$ cat src/rtl/stopwatch_ctrl.sv
// Stopwatch control sequencer: debounces the start/stop and lap/reset buttons,
// runs the IDLE/RUN/LAP/STOP machine and gates the 0.01 s tick into the digit counters.
module stopwatch_ctrl #(
  parameter int DEB_CYCLES = 500000,
  parameter int DEB_W      = 20
) (
  input  logic       clk,
  input  logic       rst,
  input  logic       btn_ss,
  input  logic       btn_lr,
  input  logic       tick_in,
  input  logic       ovf_in,
  output logic       tick_out,
  output logic       run_en,
  output logic       cnt_clr,
  output logic       lap_load,
  output logic       disp_hold,
  output logic       ovf_flag,
  output logic [1:0] state
);

  typedef enum logic [1:0] {
    IDLE = 2'b00,
    RUN  = 2'b01,
    LAP  = 2'b10,
    STOP = 2'b11
  } state_t;

  localparam logic [DEB_W-1:0] DEB_MAX = DEB_W'(DEB_CYCLES - 1);

  // Bit 0 carries the start/stop button, bit 1 the lap/reset button.
  logic [1:0]       raw;
  logic [1:0]       s1;
  logic [1:0]       s2;
  logic [1:0]       stable;
  logic [1:0]       stable_prev;
  logic [1:0]       press;
  logic [DEB_W-1:0] cnt [2];

  state_t cur;
  state_t nxt;
  logic   ss_press;
  logic   lr_press;
  logic   ovf_accept;
  logic   to_lap;
  logic   to_clear;

  assign raw = {btn_lr, btn_ss};

  always_ff @(posedge clk) begin
    if (rst) begin
      s1          <= '0;
      s2          <= '0;
      stable      <= '0;
      stable_prev <= '0;
      press       <= '0;
      for (int i = 0; i < 2; i++) begin
        cnt[i] <= '0;
      end
    end else begin
      s1          <= raw;
      s2          <= s1;
      stable_prev <= stable;
      press       <= stable & ~stable_prev;
      for (int i = 0; i < 2; i++) begin
        if (s2[i] == stable[i]) begin
          cnt[i] <= '0;
        end else if (cnt[i] == DEB_MAX) begin
          stable[i] <= s2[i];
          cnt[i]    <= '0;
        end else begin
          cnt[i] <= cnt[i] + DEB_W'(1);
        end
      end
    end
  end

  assign ss_press   = press[0];
  assign lr_press   = press[1];
  assign ovf_accept = ovf_in & ((cur == RUN) | (cur == LAP));

  always_ff @(posedge clk) begin
    if (rst) begin
      cur <= IDLE;
    end else begin
      cur <= nxt;
    end
  end

  // Overflow outranks any press, and start/stop outranks lap/reset.
  always_comb begin
    nxt = cur;
    case (cur)
      IDLE: if (ss_press) nxt = RUN;
      RUN: begin
        if (ovf_in)        nxt = STOP;
        else if (ss_press) nxt = STOP;
        else if (lr_press) nxt = LAP;
      end
      LAP: begin
        if (ovf_in)        nxt = STOP;
        else if (ss_press) nxt = STOP;
        else if (lr_press) nxt = RUN;
      end
      STOP: begin
        if (ss_press)      nxt = RUN;
        else if (lr_press) nxt = IDLE;
      end
      default: nxt = IDLE;
    endcase
  end

  assign to_lap   = (cur == RUN) & (nxt == LAP);
  assign to_clear = (cur == STOP) & (nxt == IDLE);

  // Strobes are registered so they appear in the first cycle of the new state.
  always_ff @(posedge clk) begin
    if (rst) begin
      lap_load <= 1'b0;
      cnt_clr  <= 1'b0;
      ovf_flag <= 1'b0;
    end else begin
      lap_load <= to_lap;
      cnt_clr  <= to_clear;
      if (ovf_accept) begin
        ovf_flag <= 1'b1;
      end else if (to_clear) begin
        ovf_flag <= 1'b0;
      end
    end
  end

  assign run_en    = (cur == RUN) | (cur == LAP);
  assign disp_hold = (cur == LAP);
  assign tick_out  = tick_in & run_en;
  assign state     = cur;

endmodule

$ cat config.mk
export PLATFORM = sky130hd
export DESIGN_NAME = stopwatch_ctrl
export DESIGN_NICKNAME = d
export VERILOG_FILES = /design/src/rtl/stopwatch_ctrl.sv
export SDC_FILE = /design/constraint.sdc
export NUM_CORES = 1
export LEC_CHECK = 0
export CORE_UTILIZATION = 43
export DETAILED_ROUTE_END_ITERATION = 8
export GPL_ROUTABILITY_DRIVEN = 0
export PLACE_DENSITY = 0.67
export SYNTH_ARGS = -nofsm -noshare
export SYNTH_HDL_FRONTEND = slang
export SYNTH_SLANG_ARGS = --single-unit
$ cat constraint.sdc
create_clock -name clk -period 1.7 [get_ports clk]
set_input_delay 0.425 -clock clk [delete_from_list [all_inputs] [get_ports clk]]
set_output_delay 0.425 -clock clk [all_outputs]
set_load 0.01 [all_outputs]
==> qor.txt, run 1 <==
GR Overflow Total: 0
total of endpoints with negative setup slack in the final report: 39
count of hold-fix buffers inserted at cts: 0
leakage component of the power: 1.496 nW
first-pass GRT wire length: 8397 um
synthesis-to-layout area growth: 42.54%
vias per std cell: 4.791
Ports: 14
cell at the root of the clock tree: sky130_fd_sc_hd__clkbuf_8
number of synthesized register bits: 55
most area-hungry cell type in the Yosys netlist: sky130_fd_sc_hd__edfxtp_1
instance count of the mapped netlist: 265
failing checks: negative setup slack
clock transition at the register clock pins on the worst setup and hold paths after CTS: 0.10 ns
startpoint of the worst-slack reg-to-reg timing path: cnt[0][9]
Most used DFF post-synth: sky130_fd_sc_hd__edfxtp_1
Critical Path Start: cnt[0][9]
via count of the first global-routing pass: 1,997
total wire length after detailed routing: 5500 um
Total Die Area: 0.006740 mm2
share of the synthesized area in the top cell type: 43.54%
antenna-violating nets left: 0
number of max-capacitance violations reported: 0
number of enable flip-flop cells after synthesis: 40
highest clock rate: 0.5593 GHz
minimum clock period: 1.788 ns
routing usage on met3: 3.736%
Max Clock Skew: 0.007048 ns
CP endpoint kind: flip-flop
path type of the worst setup path: reg -> reg
maximum vdd ir drop: 0.0005315 V
clock network latency to the later pin of the worst-skew pair: 0.31 ns
number of antenna violations at the first check in global routing: 0
core region area: 0.006061 mm2
Post-Place Worst Slack: -0.2421 ns
Global Route met1 Usage: 20.67%
total global routing track utilization: 16.44%
standard-cell rows: 28
post-synthesis sequential area ratio: 54.42%
critical path required time: 1.77 ns
Num Clock Sinks: 55
deepest level of the CTS H-tree: 2
Tcrit/Tclk final: 105.2%
Port-buffer cells: 13
largest net degree at the start of global routing: 21
DRC errors left: 0
Power, Total: 2.525 mW
Distinct cells, synth: 41
effective utilization at floorplan: 45.52%
PwrDens: 642.2 mW/mm2
hold path start: stable_prev[1]
die outline height: 82.10 um
clk buf depth: 2
outcome: finished, violations left
GR Util met2: 27.69%
total number of vias: 2,156
TNS Setup: -1.187 ns
TritonCTS clock tree: yes
startpoint types: flip-flop
fraction of registers with async set or reset after synthesis: 0%
CP Max Fanout: 5
top cells by area in the synthesized netlist: sky130_fd_sc_hd__edfxtp_1 44%, sky130_fd_sc_hd__dfxtp_1 11%, sky130_fd_sc_hd__nor2_1 7.6%
net count of the finished layout: 386
number of buffers inserted during clock tree synthesis: 5
Starting DRT DRC Count: 49
proportion of layout cells with a drive suffix above 1: 31.73%
die boundary width: 82.10 um
Most Crowded Layer GR: met2
antenna diode instance count: 0
Hold Vio Cnt, Final: 0
RSZ-0062 raised after global routing: yes
DP HPWL: 3606 um
Mapped Avg Cell Area: 10.41 um2
Commonest cells post-synth: 56 x sky130_fd_sc_hd__nor2_1, 40 x sky130_fd_sc_hd__edfxtp_1, 21 x sky130_fd_sc_hd__xor2_1
Min-Delay Path Class: reg -> reg
detailed-route wire length per cell: 12.22 um
yosys synthesis warning count: 0
Post-Synthesis Cell Area: 0.002759 mm2
setup slack after layout: -0.08795 ns
Final Slew Violations: 0
length of the first detailed-routing pass in iterations: 4
count leader, synth: sky130_fd_sc_hd__nor2_1
Arr. time, crit path: 1.85 ns
[cell families (layout without fill, tap and decap cells)]
family	count (synthesis)	after routing	share of synthesized area, %
flops	55	55	54.42
other cells	1	40	0.1359
buf+inv	17	88	3.265
simple gates	138	138	24.90
compound gates	9	9	2.132
fa+ha+maj	6	6	2.721
mux	1	1	0.3628
xor+xnor	38	38	12.06
[where the power goes]
part | switching, mW | leakage [nW] | internal, mW | total, mW
clock | 0.424 | 0.0506 | 0.383 | 0.807
sequential | 0.0350 | 0.535 | 1.48 | 1.52
combinational | 0.103 | 0.910 | 0.0995 | 0.203
[per-stage QoR]
step | hold WS [ns] | cells | cell area [um2] | util (%)
finish | 0.3914 | 450 | 3933 | 64.88
CTS | 0.3989 | 444 | 3643 | 60.12
detailed placement | 0.3887 | 433 | 3463 | 57.14
floorplan | 0.3674 | 304 | 2907 | -
global route | 0.4191 | 450 | 3933 | 64.88
global placement | 0.3740 | 433 | 3463 | 57.14
[path summary, 6_finish.rpt]
check	slack [ns]	cells past startpoint	end
worst max-delay path	-0.09	7	cnt[0][19]
worst min-delay path	0.39	1	press[1]
worst max register to register	-0.09	7	cnt[0][19]
worst min register to register	0.39	1	press[1]
[critical path: stages (launching register included)]
cell and delay [ns]:
sky130_fd_sc_hd__edfxtp_1 0.38, sky130_fd_sc_hd__buf_6 0.13, sky130_fd_sc_hd__nand3_4 0.09, sky130_fd_sc_hd__nor4_4 0.28
sky130_fd_sc_hd__buf_4 0.18, sky130_fd_sc_hd__nand4_1 0.13, sky130_fd_sc_hd__xor2_1 0.29, sky130_fd_sc_hd__nor2_4 0.06
[what timing repair did]
item,in CTS,in global routing
gates resized for setup,25,53
hold endpoints to repair,0,0
endpoints found under the setup margin,45,44
setup buffers,3,4
pin swaps,8,31
gates cloned,0,3
[registers in the layout, indices dropped and copies added (netlist names)]
register / cells
lap_load: 1
stable_prev: 2
cnt: 40
press: 2
s2: 2
state: 2
s1: 2
cnt_clr: 1
stable: 2
ovf_flag: 1
[layout by cell type, fill, tap and decap left out, types with 2 or more instances in the layout]
cell type                         count
sky130_fd_sc_hd__nand2_1             16
sky130_fd_sc_hd__nor3_1               5
sky130_fd_sc_hd__nand2b_1             2
sky130_fd_sc_hd__dfxtp_1             13
sky130_fd_sc_hd__clkbuf_16            3
sky130_fd_sc_hd__or2_4                2
sky130_fd_sc_hd__nand3_2              2
sky130_fd_sc_hd__xor2_1              19
sky130_fd_sc_hd__ha_2                 4
sky130_fd_sc_hd__a21oi_1              2
sky130_fd_sc_hd__clkbuf_8             5
sky130_fd_sc_hd__dfxtp_2              2
sky130_fd_sc_hd__nor2_4              16
sky130_fd_sc_hd__inv_1                8
sky130_fd_sc_hd__buf_12               2
sky130_fd_sc_hd__nor2_1              34
sky130_fd_sc_hd__and3_2               2
sky130_fd_sc_hd__dlygate4sd2_1        3
sky130_fd_sc_hd__buf_6                3
sky130_fd_sc_hd__nand4_1             10
sky130_fd_sc_hd__buf_4               50
sky130_fd_sc_hd__conb_1              40
sky130_fd_sc_hd__nand3_1             15
sky130_fd_sc_hd__xor2_2               2
sky130_fd_sc_hd__nor2b_1              7
sky130_fd_sc_hd__nor4_2               4
sky130_fd_sc_hd__clkbuf_1             2
sky130_fd_sc_hd__inv_2                2
sky130_fd_sc_hd__nor2_2               6
sky130_fd_sc_hd__xnor2_1             17
sky130_fd_sc_hd__clkdlybuf4s50_1      8
sky130_fd_sc_hd__edfxtp_1            40
sky130_fd_sc_hd__and3_1               3
[cell type report]
type | count | area (um2)
timing repair buffer | 70 | 621.8
tap | 75 | 93.84
fill | 484 | 2128
clock buffer | 8 | 101.3
multi-input combinational | 232 | 1574
inverter | 10 | 37.54
sequential | 55 | 1504
[metal layers]
metal | up-vias | share of wire (%)
met1 | 1011 | 45
met4 | 0 | 2.0
met5 | - | 0
met3 | 8 | 3.3
li1 | 1093 | -
met2 | 44 | 50
(Power assumes the default switching activity.)
==> run 2: changes to the inputs <==
--- a/config.mk
+++ b/config.mk
@@ -8,6 +8,7 @@
 export CORE_UTILIZATION = 43
 export DETAILED_ROUTE_END_ITERATION = 8
 export GPL_ROUTABILITY_DRIVEN = 0
+export GPL_TIMING_DRIVEN = 0
 export PLACE_DENSITY = 0.67
 export SYNTH_ARGS = -nofsm -noshare
 export SYNTH_HDL_FRONTEND = slang
==> run 2 against run 1 <==
The flow still finishes with violations (negative setup slack). Hold slack got worse by 0.0050 ns. Combinational power decreased by 18%. Non-clock buffer count decreased by 18. First-iteration DRC count increased by 41%. Critical endpoint is now cnt[0][10]. Highest routed layer unchanged.
==> qor.txt, run 2 (synthesis results as in run 1) <==
PwrDens: 663.1 mW/mm2 (was 642.2 mW/mm2)
FILL cells: 493 (was 484)
Port-buffer cells: 13 (unchanged)
Max Clock Skew: 0.01028 ns (was 0.007048 ns)
die boundary width: 82.10 um (unchanged)
cell at the root of the clock tree: sky130_fd_sc_hd__clkbuf_8 (unchanged)
worst hold path cell count: 1 (unchanged)
family of cells with the greatest summed delay on the critical path: simple AND/OR/NAND/NOR gates (unchanged)
outcome: finished, violations left (unchanged)
Total Die Area: 0.006740 mm2 (unchanged)
standard-cell rows: 28 (unchanged)
count of hold-fix buffers inserted at cts: 0 (unchanged)
via count of the first global-routing pass: 1,928 (was 1,997)
path type of the worst setup path: reg -> reg (unchanged)
highest clock rate: 0.5507 GHz (was 0.5593 GHz)
worst stage delay on the critical path: 0.57 ns (was 0.38 ns)
number of buffers inserted during clock tree synthesis: 5 (unchanged)
clock transition at the register clock pins on the worst setup and hold paths after CTS: 0.11 ns (was 0.10 ns)
Tcrit/Tclk final: 106.8% (was 105.2%)
total global routing track utilization: 16.21% (was 16.44%)
DRC errors left: 0 (unchanged)
setup slack after layout: -0.1159 ns (was -0.08795 ns)
length of the first detailed-routing pass in iterations: 4 (unchanged)
Ports: 14 (unchanged)
number of logic stages on the critical path including buffering: 6 (was 7)
TNS Setup: -2.041 ns (was -1.187 ns)
number of max-capacitance violations reported: 0 (unchanged)
maximum vdd ir drop: 0.0005783 V (was 0.0005315 V)
Post-DP Area: 0.003131 mm2 (was 0.003463 mm2)
DP HPWL: 3240 um (was 3606 um)
Starting DRT DRC Count: 69 (was 49)
CP Max Fanout: 10 (was 5)
Arr. time, crit path: 1.88 ns (was 1.85 ns)
clock network latency to the later pin of the worst-skew pair: 0.31 ns (about the same)
Min-Delay Path Class: reg -> reg (unchanged)
largest net degree at the start of global routing: 19 (was 21)
leading cell types in the layout, fill and taps excluded: 40 x sky130_fd_sc_hd__edfxtp_1, 40 x sky130_fd_sc_hd__conb_1, 33 x sky130_fd_sc_hd__nor2_1 (was 50 x sky130_fd_sc_hd__buf_4, 40 x sky130_fd_sc_hd__edfxtp_1, 40 x sky130_fd_sc_hd__conb_1)
Largest Register: cnt (unchanged)
Hold Vio Cnt, Final: 0 (unchanged)
Power, Total: 2.517 mW (was 2.525 mW)
clk buf depth: 2 (unchanged)
deepest level of the CTS H-tree: 2 (unchanged)
startpoint types: flip-flop (unchanged)
failing checks: negative setup slack (unchanged)
Hold WS: 0.3863 ns (was 0.3914 ns)
Register-to-Register Path Depth: 6 (was 7)
first-pass GRT wire length: 8280 um (was 8397 um)
CP bufs+invs: 2 (unchanged)
final design instance area without fill: 0.003796 mm2 (was 0.003933 mm2)
Num Clock Sinks: 55 (unchanged)
GR Overflow Total: 0 (unchanged)
leakage component of the power: 1.418 nW (was 1.496 nW)
fraction of the core area covered by cells at the end of the flow: 62.63% (was 64.88%)
antenna-violating nets left: 0 (unchanged)
minimum clock period: 1.816 ns (was 1.788 ns)
RSZ-0062 raised after global routing: yes (unchanged)
number of antenna violations at the first check in global routing: 0 (unchanged)
critical path required time: 1.77 ns (about the same)
vias per std cell: 4.773 (was 4.791)
Final Slew Violations: 0 (unchanged)
total wire length after detailed routing: 5139 um (was 5500 um)
core region area: 0.006061 mm2 (unchanged)
synthesis-to-layout area growth: 37.60% (was 42.54%)
library cell contributing the largest single delay on the critical path: sky130_fd_sc_hd__or4_4 (was sky130_fd_sc_hd__edfxtp_1)
net count of the finished layout: 368 (was 386)
Sequential cell area: 0.001506 mm2 (was 0.001504 mm2)
number of flip-flops in the largest register: 40 (unchanged)
effective utilization at floorplan: 45.52% (unchanged)
total number of vias: 2,062 (was 2,156)
total of endpoints with negative setup slack in the final report: 32 (was 39)
CP endpoint kind: flip-flop (unchanged)
die outline height: 82.10 um (unchanged)
combined area of the multi-input logic cells: 0.001569 mm2 (was 0.001574 mm2)
antenna diode instance count: 0 (unchanged)
proportion of layout cells with a drive suffix above 1: 28.85% (was 31.73%)
detailed-route wire length per cell: 11.90 um (was 12.22 um)
TritonCTS clock tree: yes (unchanged)
critical path, cell by cell: or4_4 > nor3_4 > or2_1 > buf_6 > buf_12 > nor2_1 (was buf_6 > nand3_4 > nor4_4 > buf_4 > nand4_1 > xor2_1 > nor2_4)
## run 2: through the flow
stage / std cells / setup WS, ns
after detailed placement: 392 / -0.3475
after floorplan: 304 / -0.09467
after global routing: 432 / -0.1792
final: 432 / -0.1159
after global placement: 392 / -0.3277
after CTS: 428 / -0.2028
## run 2: power by group
| part | internal [mW] | switching [mW] | leakage, nW |
|---|---|---|---|
| combinational | 0.0828 | 0.0847 | 0.826 |
| clock | 0.388 | 0.439 | 0.0569 |
| sequential | 1.48 | 0.0429 | 0.536 |
## run 2: timing repair
action	CTS	global route
resized for setup	56	30
pin swaps	30	21
hold endpoints to repair	0	0
gates cloned	2	0
setup endpoints to repair	44	45
buffers inserted	26	6
## run 2: worst paths after layout
path,from,end,slack (ns)
hold / removal,stable_prev[1],press[1],0.39
hold reg to reg,stable_prev[1],press[1],0.39
setup reg to reg,cnt[0][9],cnt[0][10],-0.12
setup / recovery,cnt[0][9],cnt[0][10],-0.12
## run 2: layout make-up
cell class	count	share of cell area, %
multi-input combinational	232	41.33
sequential	55	39.68
timing repair buffer	47	10.91
clock buffer	6	2.472
tap	75	2.472
buffer	5	1.615
inverter	10	1.055
clock inverter	2	0.4614
## run 2: routing by layer
layer	global-route usage, %	share of wire [%]	up-vias
met5	0	0	-
met3	2.967	2.3	5
met4	4.737	0.86	0
met1	20.95	47	978
li1	-	-	1055
met2	27.60	50	24
